--- src/rtl/reg_op_sequencer.sv ---
// Command sequencer for the 8x16 register file: clears all registers after reset,
// then runs fetch / execute / write-back for one ALU command at a time.
module reg_op_sequencer #(
   parameter int DATA_WIDTH = 16,
   parameter int ADDR_WIDTH = 3,
   parameter int NUM_REGS   = 8
) (
   input  logic                  clk,
   input  logic                  rst,
   input  logic                  cmdValid,
   output logic                  cmdReady,
   input  logic [2:0]            cmdOp,
   input  logic [ADDR_WIDTH-1:0] cmdDst,
   input  logic [ADDR_WIDTH-1:0] cmdSrcA,
   input  logic [ADDR_WIDTH-1:0] cmdSrcB,
   input  logic [DATA_WIDTH-1:0] cmdImm,
   output logic [ADDR_WIDTH-1:0] regOut1Addr,
   output logic [ADDR_WIDTH-1:0] regOut2Addr,
   input  logic [DATA_WIDTH-1:0] regOut1,
   input  logic [DATA_WIDTH-1:0] regOut2,
   output logic [DATA_WIDTH-1:0] regIn,
   output logic [ADDR_WIDTH-1:0] regInAddr,
   output logic                  regInWE,
   output logic [DATA_WIDTH-1:0] resultOut,
   output logic                  resultValid,
   output logic                  carry,
   output logic                  zero,
   output logic                  initDone,
   output logic                  busy
);

   localparam int CNT_W = $clog2(NUM_REGS) + 1;

   localparam logic [2:0] OP_ADD  = 3'b000;
   localparam logic [2:0] OP_SUB  = 3'b001;
   localparam logic [2:0] OP_AND  = 3'b010;
   localparam logic [2:0] OP_OR   = 3'b011;
   localparam logic [2:0] OP_XOR  = 3'b100;
   localparam logic [2:0] OP_MOV  = 3'b101;
   localparam logic [2:0] OP_LDI  = 3'b110;
   localparam logic [2:0] OP_READ = 3'b111;

   typedef enum logic [2:0] {INIT, IDLE, FETCH, EXEC, WB} state_t;

   state_t                state;
   logic [CNT_W-1:0]      init_cnt;
   logic [2:0]            op;
   logic [ADDR_WIDTH-1:0] dst;
   logic [DATA_WIDTH-1:0] imm;
   logic [DATA_WIDTH-1:0] opnd_a;
   logic [DATA_WIDTH-1:0] opnd_b;

   logic [DATA_WIDTH:0]   alu_sum;
   logic [DATA_WIDTH-1:0] alu_result;
   logic                  alu_carry;

   // carry defaults to its held value so only ADD/SUB can change it
   always_comb begin
      alu_sum    = {1'b0, opnd_a} + {1'b0, opnd_b};
      alu_result = '0;
      alu_carry  = carry;
      case (op)
         OP_ADD: begin
            alu_result = alu_sum[DATA_WIDTH-1:0];
            alu_carry  = alu_sum[DATA_WIDTH];
         end
         OP_SUB: begin
            alu_result = opnd_a - opnd_b;
            alu_carry  = (opnd_a < opnd_b);
         end
         OP_AND:  alu_result = opnd_a & opnd_b;
         OP_OR:   alu_result = opnd_a | opnd_b;
         OP_XOR:  alu_result = opnd_a ^ opnd_b;
         OP_MOV:  alu_result = opnd_a;
         OP_LDI:  alu_result = imm;
         OP_READ: alu_result = opnd_a;
         default: alu_result = '0;
      endcase
   end

   always_ff @(posedge clk) begin
      if (rst) begin
         state       <= INIT;
         init_cnt    <= '0;
         op          <= '0;
         dst         <= '0;
         imm         <= '0;
         opnd_a      <= '0;
         opnd_b      <= '0;
         cmdReady    <= 1'b0;
         regOut1Addr <= '0;
         regOut2Addr <= '0;
         regIn       <= '0;
         regInAddr   <= '0;
         regInWE     <= 1'b0;
         resultOut   <= '0;
         resultValid <= 1'b0;
         carry       <= 1'b0;
         zero        <= 1'b0;
         initDone    <= 1'b0;
         busy        <= 1'b0;
      end else begin
         regInWE     <= 1'b0;
         resultValid <= 1'b0;
         case (state)
            INIT: begin
               if (init_cnt == CNT_W'(NUM_REGS)) begin
                  state    <= IDLE;
                  initDone <= 1'b1;
                  cmdReady <= 1'b1;
                  busy     <= 1'b0;
               end else begin
                  regInWE   <= 1'b1;
                  regInAddr <= init_cnt[ADDR_WIDTH-1:0];
                  regIn     <= '0;
                  init_cnt  <= init_cnt + 1'b1;
                  busy      <= 1'b1;
               end
            end
            // read addresses are launched here so they are valid for the whole FETCH cycle
            IDLE: begin
               if (cmdValid && cmdReady) begin
                  op          <= cmdOp;
                  dst         <= cmdDst;
                  imm         <= cmdImm;
                  regOut1Addr <= cmdSrcA;
                  regOut2Addr <= cmdSrcB;
                  cmdReady    <= 1'b0;
                  busy        <= 1'b1;
                  state       <= FETCH;
               end
            end
            FETCH: begin
               opnd_a <= regOut1;
               opnd_b <= regOut2;
               state  <= EXEC;
            end
            EXEC: begin
               resultOut   <= alu_result;
               resultValid <= 1'b1;
               regIn       <= alu_result;
               regInAddr   <= dst;
               regInWE     <= (op != OP_READ);
               carry       <= alu_carry;
               zero        <= (alu_result == '0);
               state       <= WB;
            end
            WB: begin
               cmdReady <= 1'b1;
               busy     <= 1'b0;
               state    <= IDLE;
            end
            default: state <= INIT;
         endcase
      end
   end

endmodule
--- config.mk ---
export PLATFORM = sky130hd
export DESIGN_NAME = reg_op_sequencer
export DESIGN_NICKNAME = d
export VERILOG_FILES = /design/src/rtl/reg_op_sequencer.sv
export SDC_FILE = /design/constraint.sdc
export NUM_CORES = 1
export LEC_CHECK = 0
export BUFFER_PORTS_ARGS = -buffer_cell sky130_fd_sc_hd__buf_4
export CAP_MARGIN = 20
export CORE_AREA = 2 2 82 162
export DETAILED_ROUTE_END_ITERATION = 12
export DIE_AREA = 0 0 84 164
export PLACE_DENSITY_LB_ADDON = 0.15
export SYNTH_ARGS = -nofsm -noshare
export SYNTH_HDL_FRONTEND = slang
export SYNTH_SLANG_ARGS = --single-unit
--- constraint.sdc ---
create_clock -name clk -period 3 [get_ports clk]
set_input_delay 0.6 -clock clk [delete_from_list [all_inputs] [get_ports clk]]
set_output_delay 0.6 -clock clk [all_outputs]
set_load 0.02 [all_outputs]
# ---- Word level (Yosys, flattened, before mapping)
# Cells that the tools add are included.
dict set report word_totals {
  output_inout_bits 48
  latch_bits 0
  memories 0
  regBits 109
  mem_bits_rw 0
  wordCells 76
  rom_bits 0
  inputBits 63
}
dict set report op_classes {
  shifts 0
  muxes 17
  eq_ne 16
  addsub 3
  reduce_logical 16
  order_cmp 1
  n_div 0
  mul 0
  bitwise 4
}
# operator n
set op_table {}
lappend op_table {{16-bit case mux with 7 select lines} 1}
lappend op_table {{16-bit case mux with 2 select lines} 1}
lappend op_table {{16-bit by 16-bit adder with 17-bit output} 1}
lappend op_table {{16-bit AND} 1}
lappend op_table {{16-bit zero test} 1}
lappend op_table {{16-bit < comparator} 1}
lappend op_table {{16-bit 2-to-1 mux} 1}
lappend op_table {{16-bit OR} 1}
lappend op_table {{16-bit subtractor} 1}
lappend op_table {{16-bit bitwise XOR} 1}
lappend op_table {{3-bit == test (second input constant)} 5}
lappend op_table {{3-bit case mux with 5 select lines} 1}
lappend op_table {{2-bit AND reduction} 7}
lappend op_table {{3-bit by 2-bit == test with 1-bit output (second input constant)} 4}
lappend op_table {{3-bit 2-to-1 mux} 3}
lappend op_table {{3-bit by 1-bit == test with 1-bit output (second input constant)} 2}
lappend op_table {{3-bit zero test} 2}
lappend op_table {{2-bit inequality test (second input constant)} 3}
lappend op_table {{1-bit case mux with 3 select lines} 2}
lappend op_table {{3-bit case mux with 2 select lines} 1}
lappend op_table {{1-bit 2-to-1 mux} 5}
lappend op_table {{4-bit by 1-bit adder with 4-bit output (second input constant)} 1}
lappend op_table {{4-bit == test (second input constant)} 1}
lappend op_table {{1-bit case mux with 2 select lines} 2}
lappend op_table {{other kinds (7)} 8}

# ---- Longest topological paths before layout
dict set report depth {
  word_depth 4
  mapped_depth 13
  ltp_nobuf 13
}

# ---- Least setup slack after synthesis
# OpenSTA, ideal clock, no wires.
dict set report synth_path {
  path_type {register -> register}
  startpoint {reg opnd_a[5]}
  endpoint {reg zero}
  arrival_time_ns 2.510
  setup_slack_ns 0.405
  t_required_ns 2.916
  setup_time_ns 0.084
  n_path_buf 1
  stages_incl_launch_ff 13
  synth_period_minus_slack_ns 2.595
  cell_sequence {dfxtp_1 > inv_1 > ha_1 > buf_6 > nor3b_1 > a211o_1 > a211o_1 > o211a_1 > a221o_1 > a21o_1 > nor2_1 > nand4_1 > o31ai_2}
}
dict set report synth_between {
  elab_chain_cells 3
  elab_cells_between_ends 7
  cone_classes {add/sub (2); mux (1); bitwise (3); reduce/logical (1)}
}
# element line
set synth_lines {}
lappend synth_lines {{start: declaration} 50} ;# logic [DATA_WIDTH-1:0] opnd_a;
lappend synth_lines {{start signal: assignment} 134} ;# opnd_a <= regOut1;
lappend synth_lines {{16-bit subtractor (tied with other cells)} 68} ;# alu_result = opnd_a - opnd_b;
lappend synth_lines {{16-bit case mux with 7 select lines (*)} 62} ;# case (op)
lappend synth_lines {{16-bit zero test (*)} 145} ;# zero <= (alu_result == '0);
lappend synth_lines {{end signal: assignment} 145}
lappend synth_lines {{end: declaration} 27} ;# output logic zero,
# Every way passes the cells marked *; elsewhere a longest branch is shown, timed or not.
# A chain may end at the register's enable or synchronous reset.

# ---- Final worst setup path
dict set report layout_path {
  startpoint {reg opnd_a[6]}
  endpoint {reg zero}
}
# The elaborated chain is that of the path after synthesis.

==> results by group <==
Global route
  • Initial antenna violation count: 0
  • First-pass GRT wire length: 29.3 mm
  • Grt ovf: 0
  • Total track usage: 26.3%
  • GR Layer Usage met1: 31.3%
  • Grt met3 use: 3.22%
  • Vias in the first global route: 6,076
  • Largest net degree at the start of global routing: 60
  • Busiest grt layer: met2
  • Met2 Track Usage GR: 46.2%

Power and ir drop
  • Total Power: 3.14 mW
  • Sequential share of power: 49.0%
  • Internal: 2.26 mW
  • Logic pwr share: 13.3%
  • Switching Power: 881 uW
  • Share of power burned in the clock network: 37.7%
  • Leak Pwr: 3.25 nW
  • P per Cell Area: 379 nW/um^2
  • Sw frac: 28.0%
  • Max VDD drop: 420 uV

Floorplanning
  • Die ar.: 13,800 sq um
  • Cell Rows: 58
  • Die width: 84 microns
  • Top Ports: 111
  • Starting density of the core: 53.5%
  • Chip height: 164 microns
  • Core Area: 12,600 sq um

Place
  • Port Buffers: 110
  • Area post-placement: 7740 sq um
  • HPWL after DPL: 13.7 mm
  • Placed Cells: 1,122
  • Routability cong.: 0.952

Layout
  • Layout cell share with drive strength beyond 1: 23.5%
  • Final instance area: 8280 sq um
  • Antenna cell count: 0
  • Area grow syn2layout: 23.4%
  • Nets: 1,103
  • Area of all sequential standard cells: 2190 sq um
  • # fillers: 1,160
  • Fin cells: 1,143
  • Area occupied by multi-input gates: 4270 sq um

Logic synthesis
  • Mean Syn Cell Area: 7.58 sq um
  • Cell count after synthesis: 886
  • Xor/xnor cell area share of the yosys netlist: 0.913%
  • Synth Area in Compound Gates: 25.6%
  • Ys async rst share: 0%
  • Syn nets: 1,001
  • Post-synth cell types: 77
  • Register bit count reported by yosys: 109
  • Yosys warning count: 0
  • Largest family of logic cells by synthesized area: compound AO/OA/AOI/OAI gates
  • Post-synthesis adder-cell area fraction: 9.92%
  • Mux share of post-synthesis cell area: 3.09%
  • EDFF count, synth: 0
  • Simple-gate share of the synthesized area: 21.0%
  • Main flop type after synthesis: dfxtp_1
  • Post-synthesis sequential area ratio: 32.5%
  • Post-Syn Area: 6710 sq um

Clocking
  • CTS tree: built
  • Clock Pin Slew Worst Setup and Hold Paths: 80 ps
  • CTS Hold Bufs: 0
  • CTS max path bufs: 2
  • Root buffer cell: clkbuf_16
  • Cts bufs inserted: 9
  • Worst-Skew Late Latency: 360 ps
  • Max H-tree Level: 3
  • CTS Sinks: 109

Setup path
  • Setup crit end kind: register
  • Startpoint types: register
  • Critical path class: register to register
  • Req. time, crit path: 3280 ps
  • Reg2Reg Depth: 12
  • Critical Path Fanout Max: 4
  • Critical Path AT: 3170 ps

Route
  • Pre-Repair DR Iteration Count: 5
  • Detailed-route via count: 6,552
  • Post-Route WL: 18.6 mm
  • DR iter-0 viols: 429
  • Routed vias/inst: 5.73
  • Detailed-route wire length per cell: 16.2 microns
  • Residual DRC count: 0
  • Routed Antenna Nets: 0

Worst hold path
  • Hold Crit Depth: 2
  • Worst Hold Class: input pin to register

STA
  • Fin crit share: 96.2%
  • Final Hold Fails: 0
  • Setup-failing EPs final: 0
  • Post-Route Setup TNS: 0 ps
  • RSZ-0062 raised after global routing: true
  • Final hold slack: 453 ps
  • Max Fclk: 346 MHz
  • Skew final: 8.38 ps
  • Min Tclk post-route: 2890 ps
  • Least-Margin Pin Slew: 834 ps
  • Max-slew violation count: 0
  • Max_slew headroom: 44.2%

Run
  • Number of max-cap violations: 0

Run status
  • Status: complete, no violations
==> power by group through the flow <==
stage / clock, mW / sequential, mW / combinational, mW
after floorplan: 0 / 1.58 / 0.226
after global placement: 0 / 1.57 / 0.410
after detailed placement: 0 / 1.57 / 0.411
after CTS: 1.21 / 1.54 / 0.412
after global routing: 1.27 / 1.54 / 0.461
final: 1.19 / 1.54 / 0.418
==> cells by family after synthesis <==
family / count (synthesis)
multiplexers: 20
adder cells (fa/ha/maj): 52
buffers and inverters: 114
XOR/XNOR: 7
flip-flops: 109
AND/OR/NAND/NOR: 318
AO/OA/AOI/OAI: 266
==> cells in the mapped netlist, types with 4 or more instances <==
| library cell | number | share of area [%] |
|---|---|---|
| a211o_1 | 5 | 0.65 |
| a211oi_1 | 8 | 0.89 |
| a21o_1 | 5 | 0.56 |
| a21oi_1 | 139 | 10 |
| a221oi_1 | 5 | 0.65 |
| and3_1 | 6 | 0.56 |
| buf_2 | 7 | 0.52 |
| clkbuf_1 | 46 | 2.6 |
| dfxtp_1 | 109 | 33 |
| ha_1 | 50 | 9.3 |
| inv_1 | 54 | 3.0 |
| mux2_2 | 6 | 1.0 |
| mux2i_1 | 14 | 2.1 |
| nand2_1 | 187 | 10 |
| nand2b_1 | 11 | 1.0 |
| nand3_1 | 15 | 1.1 |
| nand4_1 | 4 | 0.37 |
| nor2_1 | 50 | 2.8 |
| nor2b_1 | 9 | 0.84 |
| nor3_1 | 11 | 0.82 |
| o211ai_1 | 7 | 0.78 |
| o21ai_0 | 31 | 2.3 |
| o221ai_1 | 8 | 1.0 |
| o31ai_1 | 4 | 0.45 |
| or2_2 | 4 | 0.37 |
| xor2_1 | 5 | 0.65 |
==> worst max-delay path, cell delays in order (launching register included) <==
cell       delay, ps
dfxtp_2          360
inv_2             60
ha_4             240
buf_4            150
a2111oi_4        430
o31ai_4          180
a211oi_4         330
nor2_1            90
a221o_1          330
a21o_1           210
nor2_1           100
nand4_1          110
o31ai_2          210
==> per-layer routing <==
layer	wire, microns	vias to the layer above
li1	-	3267
met1	7680	3002
met2	9330	222
met3	801	61
met4	742	0
met5	0	-
==> repair_timing <==
item                       in CTS  in global routing
buffers inserted                0                  5
gates resized for setup         1                 53
cloned                          0                  0
pin swaps                       0                 23
setup endpoints to repair       1                  7
==> layout make-up <==
class | instances | share of cell area [%]
flip-flops and latches | 109 | 26.5
clock buffers | 9 | 2.72
repair buffers | 151 | 13.7
clock inverters | 7 | 0.816
multi-input cells | 663 | 51.6
well taps | 150 | 2.27
inverters | 54 | 2.45
==> layout by cell type, fill, tap and decap left out, types with 4 or more instances in the layout <==
cell type	count
dfxtp_1	103
o21ai_1	6
buf_4	151
xor2_1	5
o31ai_1	4
a211oi_1	7
nor3_1	9
mux2i_1	14
clkbuf_16	9
mux2_2	6
a221oi_1	5
and3_1	6
a21oi_2	4
ha_1	44
nand3_1	15
o211ai_1	7
inv_1	50
nor2b_1	7
ha_4	5
nand4_1	4
o21ai_0	25
inv_2	4
nand2_1	187
nor2_1	48
o221ai_1	8
nand2b_1	11
dfxtp_2	4
a21oi_1	135
a211o_1	5
a21o_1	5
or2_2	4
==> final timing paths <==
kind | start | to | slack (ps)
setup / recovery | opnd_a[6]$_SDFFE_PP0N_ | zero$_SDFFE_PP0P_ | 110
hold / removal | rst | resultValid$_SDFF_PP0_ | 450
setup reg to reg | opnd_a[6]$_SDFFE_PP0N_ | zero$_SDFFE_PP0P_ | 110
hold reg to reg | resultOut[10]$_SDFFE_PP0P_ | resultOut[10]$_SDFFE_PP0P_ | 450
==> sequential cells by signal, indices dropped and copies added (netlist names), 3 cells and up <==
name	count
op	3
regOut2Addr	3
imm	16
regInAddr	3
dst	3
state	3
opnd_a	16
regIn	16
init_cnt	4
resultOut	16
regOut1Addr	3
opnd_b	16
==> metrics by stage <==
stage	util, %	setup WS [ps]
finish	66.0	114
global route	66.0	-75.9
CTS	64.1	33.2
detailed placement	61.7	50.8
global placement	61.7	85.2
floorplan	-	405
Power figures use the tool's default switching activity.
